File: config.mk
export PLATFORM = sky130hd
export DESIGN_NAME = id_ex_reg
export DESIGN_NICKNAME = d
export VERILOG_FILES = /design/src/rtl/pipeline_pkg.sv /design/src/rtl/operand_fwd.sv /design/src/rtl/id_ex_reg.sv
export SDC_FILE = /design/constraint.sdc
export NUM_CORES = 1
export LEC_CHECK = 0
export BUFFER_PORTS_ARGS = -buffer_cell sky130_fd_sc_hd__buf_2
export CAP_MARGIN = 10
export CORE_MARGIN = 2
export CORE_UTILIZATION = 30
export DETAILED_ROUTE_END_ITERATION = 10
export PLACE_DENSITY = 0.63
export SLEW_MARGIN = 5
export SYNTH_ARGS = -nofsm -noshare
export SYNTH_HDL_FRONTEND = slang
export SYNTH_SLANG_ARGS = --single-unit
export TNS_END_PERCENT = 50
File: constraint.sdc
create_clock -name i_clk -period 5.7 [get_ports i_clk]
set_input_delay 1.14 -clock i_clk [delete_from_list [all_inputs] [get_ports i_clk]]
set_output_delay 1.14 -clock i_clk [all_outputs]
set_load 0.01 [all_outputs]
File: src/rtl/pipeline_pkg.sv
// Shared pipeline types: operand-select encodings, register-address type, datapath widths.
package pipeline_pkg;

  localparam int XLEN       = 32;
  localparam int REG_ADDR_W = 5;
  localparam int ALU_OP_W   = 4;

  typedef logic [REG_ADDR_W-1:0] reg_addr_t;

  typedef enum logic {
    A_SEL_RS1 = 1'b0,
    A_SEL_PC  = 1'b1
  } a_sel_e;

  typedef enum logic {
    B_SEL_RS2 = 1'b0,
    B_SEL_IMM = 1'b1
  } b_sel_e;

endpackage

File: src/rtl/operand_fwd.sv
// Resolves one source operand against the EX/WB result buses and flags a stall.
// Macro FORWARDING_EN: forward EX/WB results; otherwise stall on any pending writer.
module operand_fwd
  import pipeline_pkg::*;
(
  input  logic                  i_used,
  input  logic [REG_ADDR_W-1:0] i_rs_addr,
  input  logic [XLEN-1:0]       i_rs_data,
  input  logic                  i_ex_wen,
  input  logic [REG_ADDR_W-1:0] i_ex_addr,
  input  logic [XLEN-1:0]       i_ex_data,
  input  logic                  i_ex_busy,
  input  logic                  i_wb_wen,
  input  logic [REG_ADDR_W-1:0] i_wb_addr,
  input  logic [XLEN-1:0]       i_wb_data,
  output logic [XLEN-1:0]       o_data,
  output logic                  o_hazard
);

  logic w_nz;
  logic w_ex_hit;
  logic w_wb_hit;

  assign w_nz     = |i_rs_addr;
  assign w_ex_hit = i_ex_wen && (i_ex_addr == i_rs_addr) && w_nz;
  assign w_wb_hit = i_wb_wen && (i_wb_addr == i_rs_addr) && w_nz;

`ifdef FORWARDING_EN
  // The youngest writer (EX) wins over WB.
  always_comb begin
    o_data = i_rs_data;
    if (!w_nz)         o_data = '0;
    else if (w_ex_hit) o_data = i_ex_data;
    else if (w_wb_hit) o_data = i_wb_data;
  end

  assign o_hazard = i_used && w_ex_hit && i_ex_busy;
`else
  logic w_unused;
  assign w_unused = ^{i_ex_data, i_wb_data, i_ex_busy};

  assign o_data   = w_nz ? i_rs_data : '0;
  assign o_hazard = i_used && (w_ex_hit || w_wb_hit);
`endif

endmodule

File: src/rtl/id_ex_reg.sv
// ID/EX pipeline register: resolves operands, applies a/b muxing and holds the ALU payload.
// Macro FORWARDING_EN selects EX/WB forwarding; default build stalls on pending writers.
module id_ex_reg
  import pipeline_pkg::*;
(
  input  logic                  i_clk,
  input  logic                  i_rst,
  input  logic                  i_valid,
  output logic                  o_ready,
  input  logic [XLEN-1:0]       i_pc,
  input  logic [ALU_OP_W-1:0]   i_alu_op,
  input  logic                  i_a_sel,
  input  logic                  i_b_sel,
  input  logic [XLEN-1:0]       i_imm,
  input  logic [REG_ADDR_W-1:0] i_rs1_addr,
  input  logic [REG_ADDR_W-1:0] i_rs2_addr,
  input  logic [XLEN-1:0]       i_rs1_data,
  input  logic [XLEN-1:0]       i_rs2_data,
  input  logic [REG_ADDR_W-1:0] i_rd_addr,
  input  logic                  i_rd_wen,
  input  logic                  i_ex_wen,
  input  logic [REG_ADDR_W-1:0] i_ex_addr,
  input  logic [XLEN-1:0]       i_ex_data,
  input  logic                  i_ex_busy,
  input  logic                  i_wb_wen,
  input  logic [REG_ADDR_W-1:0] i_wb_addr,
  input  logic [XLEN-1:0]       i_wb_data,
  input  logic                  i_flush,
  output logic                  o_valid,
  input  logic                  i_ready,
  output logic [ALU_OP_W-1:0]   o_alu_op,
  output logic [XLEN-1:0]       o_alu_a,
  output logic [XLEN-1:0]       o_alu_b,
  output logic [XLEN-1:0]       o_pc,
  output logic [REG_ADDR_W-1:0] o_rd_addr,
  output logic                  o_rd_wen
);

  logic                  r_valid;
  logic [ALU_OP_W-1:0]   r_alu_op;
  logic [XLEN-1:0]       r_alu_a;
  logic [XLEN-1:0]       r_alu_b;
  logic [XLEN-1:0]       r_pc;
  logic [REG_ADDR_W-1:0] r_rd_addr;
  logic                  r_rd_wen;

  logic            w_rs1_used;
  logic            w_rs2_used;
  logic [XLEN-1:0] w_rs1_val;
  logic [XLEN-1:0] w_rs2_val;
  logic            w_rs1_hz;
  logic            w_rs2_hz;
  logic            w_hazard;
  logic            w_accept;

  assign w_rs1_used = (a_sel_e'(i_a_sel) == A_SEL_RS1);
  assign w_rs2_used = (b_sel_e'(i_b_sel) == B_SEL_RS2);

  operand_fwd u_fwd_rs1 (
    .i_used    (w_rs1_used),
    .i_rs_addr (i_rs1_addr),
    .i_rs_data (i_rs1_data),
    .i_ex_wen  (i_ex_wen),
    .i_ex_addr (i_ex_addr),
    .i_ex_data (i_ex_data),
    .i_ex_busy (i_ex_busy),
    .i_wb_wen  (i_wb_wen),
    .i_wb_addr (i_wb_addr),
    .i_wb_data (i_wb_data),
    .o_data    (w_rs1_val),
    .o_hazard  (w_rs1_hz)
  );

  operand_fwd u_fwd_rs2 (
    .i_used    (w_rs2_used),
    .i_rs_addr (i_rs2_addr),
    .i_rs_data (i_rs2_data),
    .i_ex_wen  (i_ex_wen),
    .i_ex_addr (i_ex_addr),
    .i_ex_data (i_ex_data),
    .i_ex_busy (i_ex_busy),
    .i_wb_wen  (i_wb_wen),
    .i_wb_addr (i_wb_addr),
    .i_wb_data (i_wb_data),
    .o_data    (w_rs2_val),
    .o_hazard  (w_rs2_hz)
  );

  assign w_hazard = i_valid && (w_rs1_hz || w_rs2_hz);
  assign o_ready  = (!r_valid || i_ready) && !w_hazard && !i_flush;
  assign w_accept = i_valid && o_ready;

  // Flush only kills the valid bit; the payload is left as it was.
  always_ff @(posedge i_clk or posedge i_rst) begin
    if (i_rst) begin
      r_valid   <= 1'b0;
      r_alu_op  <= '0;
      r_alu_a   <= '0;
      r_alu_b   <= '0;
      r_pc      <= '0;
      r_rd_addr <= '0;
      r_rd_wen  <= 1'b0;
    end else if (i_flush) begin
      r_valid <= 1'b0;
    end else if (w_accept) begin
      r_valid   <= 1'b1;
      r_alu_op  <= i_alu_op;
      r_alu_a   <= w_rs1_used ? w_rs1_val : i_pc;
      r_alu_b   <= w_rs2_used ? w_rs2_val : i_imm;
      r_pc      <= i_pc;
      r_rd_addr <= i_rd_addr;
      r_rd_wen  <= i_rd_wen;
    end else if (i_ready) begin
      r_valid <= 1'b0;
    end
  end

  assign o_valid   = r_valid;
  assign o_alu_op  = r_alu_op;
  assign o_alu_a   = r_alu_a;
  assign o_alu_b   = r_alu_b;
  assign o_pc      = r_pc;
  assign o_rd_addr = r_rd_addr;
  assign o_rd_wen  = r_rd_wen;

endmodule

==> results of run 1 <==
layout make-up:
type	instances	area [um^2]
Clock buffer	10	239
Clock inverter	6	55.1
Fill cell	1564	9120
Inverter	2	10.0
Multi-Input combinational cell	214	2100
Sequential cell	107	2680
Tap cell	216	270
Timing Repair Buffer	280	1420
cells by family (layout without fill, tap and decap cells):
family,count (synthesis),in the layout,share of synthesized area [%]
buf+inv,27,298,2.92
mux,106,106,24.4
flops,107,107,54.7
xor+xnor,20,20,3.58
simple gates,15,15,1.46
compound gates,73,73,12.9
power by group:
part	switching [mW]	total, mW	internal, mW
logic	0.287	0.584	0.297
clock network	0.301	0.620	0.319
registers	0.0726	0.985	0.913
total	0.660	2.19	1.53
flip-flops by register name, indices dropped and copies added, names as in the netlist:
register	flops
o_alu_a	32
o_rd_wen	1
o_rd_addr	5
o_alu_op	4
o_pc	32
o_valid	1
o_alu_b	32
worst max-delay path, delay by kind of cell:
kind | cells | cell delay (ps)
buf+inv | 2 | 260
compound gates | 3 | 710
simple gates | 1 | 110
xor+xnor | 1 | 180
layout by cell type (no fill, tap or decap), drive strengths merged, types with 2 or more instances in the layout:
master / Yosys / final
buf: 13 / 280
dfrtp: 107 / 107
mux2: 106 / 106
a22o: 64 / 64
xnor2: 20 / 20
clkbuf: 12 / 10
inv: 2 / 7
nand2: 5 / 5
nand4: 4 / 4
nor2: 3 / 3
nor3: 2 / 2
o22ai: 2 / 2
a21oi: 2 / 2
a221oi: 2 / 2
metal layers:
metal	GRT usage, %	vias up	wire (um)
li1	-	1845	-
met5	0	-	0
met4	6.16	0	325
met1	18.5	1976	5740
met2	28.1	195	6820
met3	4.86	27	1080
path summary, 6_finish.rpt:
path / start / to / depth (start not counted)
worst max-delay path: i_ex_addr[1] / o_ready / 7
min in group asynchronous: i_rst / o_pc[11]$_DFFE_PP0P_ / 2
max in group asynchronous: i_rst / o_alu_a[7]$_DFFE_PP0P_ / 3
worst min-delay path: o_pc[6]$_DFFE_PP0P_ / o_pc[6]$_DFFE_PP0P_ / 1
worst min register to register: o_pc[6]$_DFFE_PP0P_ / o_pc[6]$_DFFE_PP0P_ / 1
worst max register to register: o_valid$_DFFE_PP0P_ / o_alu_a[24]$_DFFE_PP0P_ / 6
==> metrics.txt, run 1 <==
total wire length after detailed routing 14,000 um; power density normalized to cell area approximately 320 nW/um^2; number of placed instances with taps included 819; n_diodes 0; root buffer cell sky130_fd_sc_hd__clkbuf_16; Top cell by count, worst path sky130_fd_sc_hd__buf_2; crit path setup slack, layout 2170 ps; ratio of cells with drive above 1 in the final layout between 50% and 60%; number of failing setup endpoints in the final timing report 0; Tightest Hold Check Type register to register; crit-path max FO 3; final RePlAce weighted congestion approximately 0.89; number of library cell types mapped by synthesis 23; crit path max-delay cell type sky130_fd_sc_hd__o22ai_1; share of synthesized area occupied by flip-flops and latches between 50% and 60%; data arrival time of the critical path 2390 ps; GRT Overall Usage between 10% and 20%; number of clock sinks 107; final worst-path cycle share between 60% and 70%; final net count around 850; Floorplan Core Area ~16,000 um^2; critical path start-end classification input port to output pin; slew of the pin with the lowest slew margin 815 ps; detailed-routing iteration count for the pre-antenna-repair pass 4; Warnings, synthesis 0; Setup WS pre-CTS between 2000 and 2500 ps; Post-synth top cells sky130_fd_sc_hd__dfrtp_1, sky130_fd_sc_hd__mux2_2, sky130_fd_sc_hd__a22o_1; max-slew headroom at the worst pin a little under half; crit end category output pin; final hold violation count 0; clock period minus worst slack 3530 ps; first-pass GRT wire length between 20,000 and 25,000 um; P_leak around 3.3 nW; number of global-route vias before repair approximately 4,200; largest cells by area after synthesis sky130_fd_sc_hd__dfrtp_1, sky130_fd_sc_hd__mux2_2, sky130_fd_sc_hd__a22o_1; global route overflow 0; worst endpoint required time around 4600 ps; placement row count 46; hold bufs inserted after CTS 0; crit path launch type input port; Post-Synthesis Cells approximately 350; Buffers on Ports 274; standard cell area after detailed placement 6470 um^2; number of violations reported at the end of detailed-routing iteration 0 approximately 110; number of antenna violations at the first check in global routing 0; achievable clock frequency roughly 280 MHz; final std cells w/o fill ~840; worst vdd ir between 0.15 and 0.2 mV; summed instance area of the synthesized netlist roughly 4900 um^2; mean instance size in the synthesized netlist 14.1 um^2; final hold slack 482 ps; CTS tree built; effective utilization at floorplan a little under a third; number of H-tree branching levels 3; fraction of registers with async set/reset between 90% and 100%; post-DR wirelength/cell around 17 um; Die Outline Area 17,300 um^2; Synth Flop Type sky130_fd_sc_hd__dfrtp_1; Antenna Nets Post-Route 0; number of max-capacitance violations reported 0; post-synth net total 580; run status finished, final reports clean; insertion delay to the later sink of the worst-skew pair between 300 and 400 ps; final cell utilization of the core a little over two fifths; CTS max path bufs 2; top cell type by total area after synthesis sky130_fd_sc_hd__dfrtp_1; floorplan die width ~130 um; setup TNS 0 ps; Seq cells post-synth ~110; post-cts resize count 0; Tot Pwr about 2.2 mW; HPWL Detailed ~10,000 um; vias post-DR ~4,000; reg-to-reg slack, setup about 3500 ps; detail-routed via count per cell between 4 and 5; RSZ-0062 raised after global routing no; clock slew at the register clock pins of the worst setup and hold paths 70 ps; Slew Viols, Final 0; final design instance area without fill between 6000 and 7000 um^2; die boundary height around 130 um; final routed DRC violation total 0; EDFF count, synth 0; maximum number of pins on one net before global-route repair 64; Ports 340; slowest cell delay on critical path 380 ps; share of the synthesized area in the top cell type between 50% and 60%; most frequent cell after synthesis sky130_fd_sc_hd__dfrtp_1; cell breakdown of the critical path buf_2, xnor2_1, nand4_1, o22ai_1, a22oi_1, o21a_1, buf_2; relative area change from synthesis to final layout 38.3%; worst-case clock skew 4.61 ps; number of buffers added for setup after CTS 0; number of buffers added by the clock tree synthesis step 9
Power figures use the tool's default switching activity.
==> run 2: changes to the inputs <==
--- a/config.mk
+++ b/config.mk
@@ -10,7 +10,7 @@
 export CORE_MARGIN = 2
 export CORE_UTILIZATION = 30
 export DETAILED_ROUTE_END_ITERATION = 10
-export PLACE_DENSITY = 0.63
+export PLACE_DENSITY = 0.66
 export SLEW_MARGIN = 5
 export SYNTH_ARGS = -nofsm -noshare
 export SYNTH_HDL_FRONTEND = slang
==> constraint.sdc (replaced) <==
create_clock -name i_clk -period 2.9 [get_ports i_clk]
set_input_delay 0.58 -clock i_clk [delete_from_list [all_inputs] [get_ports i_clk]]
set_output_delay 0.58 -clock i_clk [all_outputs]
set_load 0.01 [all_outputs]
==> run 2 against run 1 <==
Final area is 0.48% higher. Utilization is 0.20 points higher. Wire length is 3.6% lower. Hold slack worse by 77 ps. Critical endpoint unchanged. Highest routed layer unchanged.
==> metrics.txt, run 2 (same netlist as run 1, synthesis figures left out) <==
clock slew at the register clock pins of the worst setup and hold paths approximately 70 ps; worst vdd ir between 0.3 and 0.4 mV; placement row count 46; amount of wire on met3 after detailed routing approximately 1000 um; setup TNS 0 ps; ratio of cells with drive above 1 in the final layout about 59%; first-pass GRT wire length 22,000 um; number of clock sinks 107; clock period minus worst slack approximately 2400 ps; number of H-tree branching levels 3; GRT Overall Usage 15.7%; worst-case clock skew slightly above 8 ps; run status finished, final reports clean; data arrival time of the critical path ~1800 ps; most common cell after layout, fill and taps aside sky130_fd_sc_hd__buf_2; die boundary height roughly 130 um; Met2 Routed Length ~6700 um; critical path start-end classification input port to output pin; total wire length after detailed routing about 13,000 um; post-DR wirelength/cell roughly 16 um; post-cts resize count 0; hold bufs inserted after CTS 0; number of antenna violations at the first check in global routing 0; Max Used Layer met4; Buffers on Ports 274; final hold slack 406 ps; CTS tree built; number of max-capacitance violations reported 0; slew of the pin with the lowest slew margin 817 ps; crit path launch type input port; number of violations reported at the end of detailed-routing iteration 0 about 110; number of buffers added for setup after CTS 0; P_leak 3.33 nW; insertion delay to the later sink of the worst-skew pair about 340 ps; max-slew headroom at the worst pin 45.5%; maximum number of pins on one net before global-route repair 65; relative area change from synthesis to final layout 39.0%; HPWL Detailed 10,100 um; area taken by multi-input logic gates 2100 um^2; final hold violation count 0; floorplan die width around 130 um; number of buffers added by the clock tree synthesis step 9; CTS max path bufs 2; commonest non-fill, non-tap cells in the layout sky130_fd_sc_hd__buf_2, sky130_fd_sc_hd__dfrtp_1, sky130_fd_sc_hd__mux2_2, sky130_fd_sc_hd__a22o_1, sky130_fd_sc_hd__mux2_1; Ports 340; final routed DRC violation total 0; final net count about 850; detailed-routing iteration count for the pre-antenna-repair pass 5; Antenna Nets Post-Route 0; final RePlAce weighted congestion 0.856; sequential cell area between 2000 and 3000 um^2; n_diodes 0; effective utilization at floorplan a little under a third; global route overflow 0; Floorplan Core Area about 16,000 um^2; Die Outline Area 17,300 um^2; Layout fillers 1,531; root buffer cell sky130_fd_sc_hd__clkbuf_16; power density normalized to cell area around 630 nW/um^2; detail-routed via count per cell roughly 4.7; achievable clock frequency 412 MHz; number of global-route vias before repair between 4,000 and 5,000; RSZ-0062 raised after global routing no; number of cells on the worst reg-to-reg path 6; crit-path max FO 3; final worst-path cycle share roughly 84%; wl on met1 5350 um; number of failing setup endpoints in the final timing report 0; worst endpoint required time about 2300 ps; vias post-DR roughly 3,900; Slew Viols, Final 0; Tightest Hold Check Type input port to asynchronous set/reset pin; crit end category output pin
[run 2: cell count changes in the layout (fill, tap and decap cells not counted), sizes merged]
cell and delta:
clkinvlp +3, inv -3, buf +2
[run 2: metal layers]
layer	vias to the layer above	GRT usage (%)
met4	0	7.00
met5	-	0
met3	25	4.71
met2	196	27.9
li1	1835	-
met1	1890	17.5
[run 2: report_power, final]
group,internal (mW),switching (mW)
combinational,0.590,0.554
clock,0.615,0.569
sequential,1.79,0.139
[run 2: final timing paths]
path | from | to | slack, ps
setup / recovery | i_ex_addr[4] | o_ready | 480
hold / removal | i_rst | o_rd_addr[3]$_DFFE_PP0P_ | 410
setup reg to reg | o_valid$_DFFE_PP0P_ | o_alu_a[25]$_DFFE_PP0P_ | 940
hold reg to reg | o_alu_b[12]$_DFFE_PP0P_ | o_alu_b[12]$_DFFE_PP0P_ | 480
max in group asynchronous | i_rst | o_pc[29]$_DFFE_PP0P_ | 1840
min in group i_clk | i_pc[21] | o_pc[21]$_DFFE_PP0P_ | 460
[run 2: worst max-delay path: stages]
cell and delay (ps):
sky130_fd_sc_hd__buf_2 120, sky130_fd_sc_hd__xnor2_1 180, sky130_fd_sc_hd__nand4_1 100, sky130_fd_sc_hd__o22ai_1 380, sky130_fd_sc_hd__a22oi_1 160, sky130_fd_sc_hd__o21a_1 180, sky130_fd_sc_hd__buf_2 140
[run 2: area by class of cell]
class | count | area share (%)
well taps | 216 | 3.97
clock buffers | 10 | 3.51
repair buffers | 282 | 21.4
clock inverters | 6 | 0.681
multi-input cells | 214 | 30.9
inverters | 2 | 0.166
flip-flops and latches | 107 | 39.4
[run 2: metrics by stage]
step           power, mW  area [um^2]  cells  setup slack [ps]  util, %
6_report            4.26         6800    837               475     42.8
3_3_place_gp        3.08         6510    821               428     41.0
2_1_floorplan       2.56         4900    348               579        -
3_5_place_dp        3.13         6510    821               415     41.0
5_1_grt             4.50         6800    837               298     42.8
4_1_cts             4.34         6800    837               477     42.8
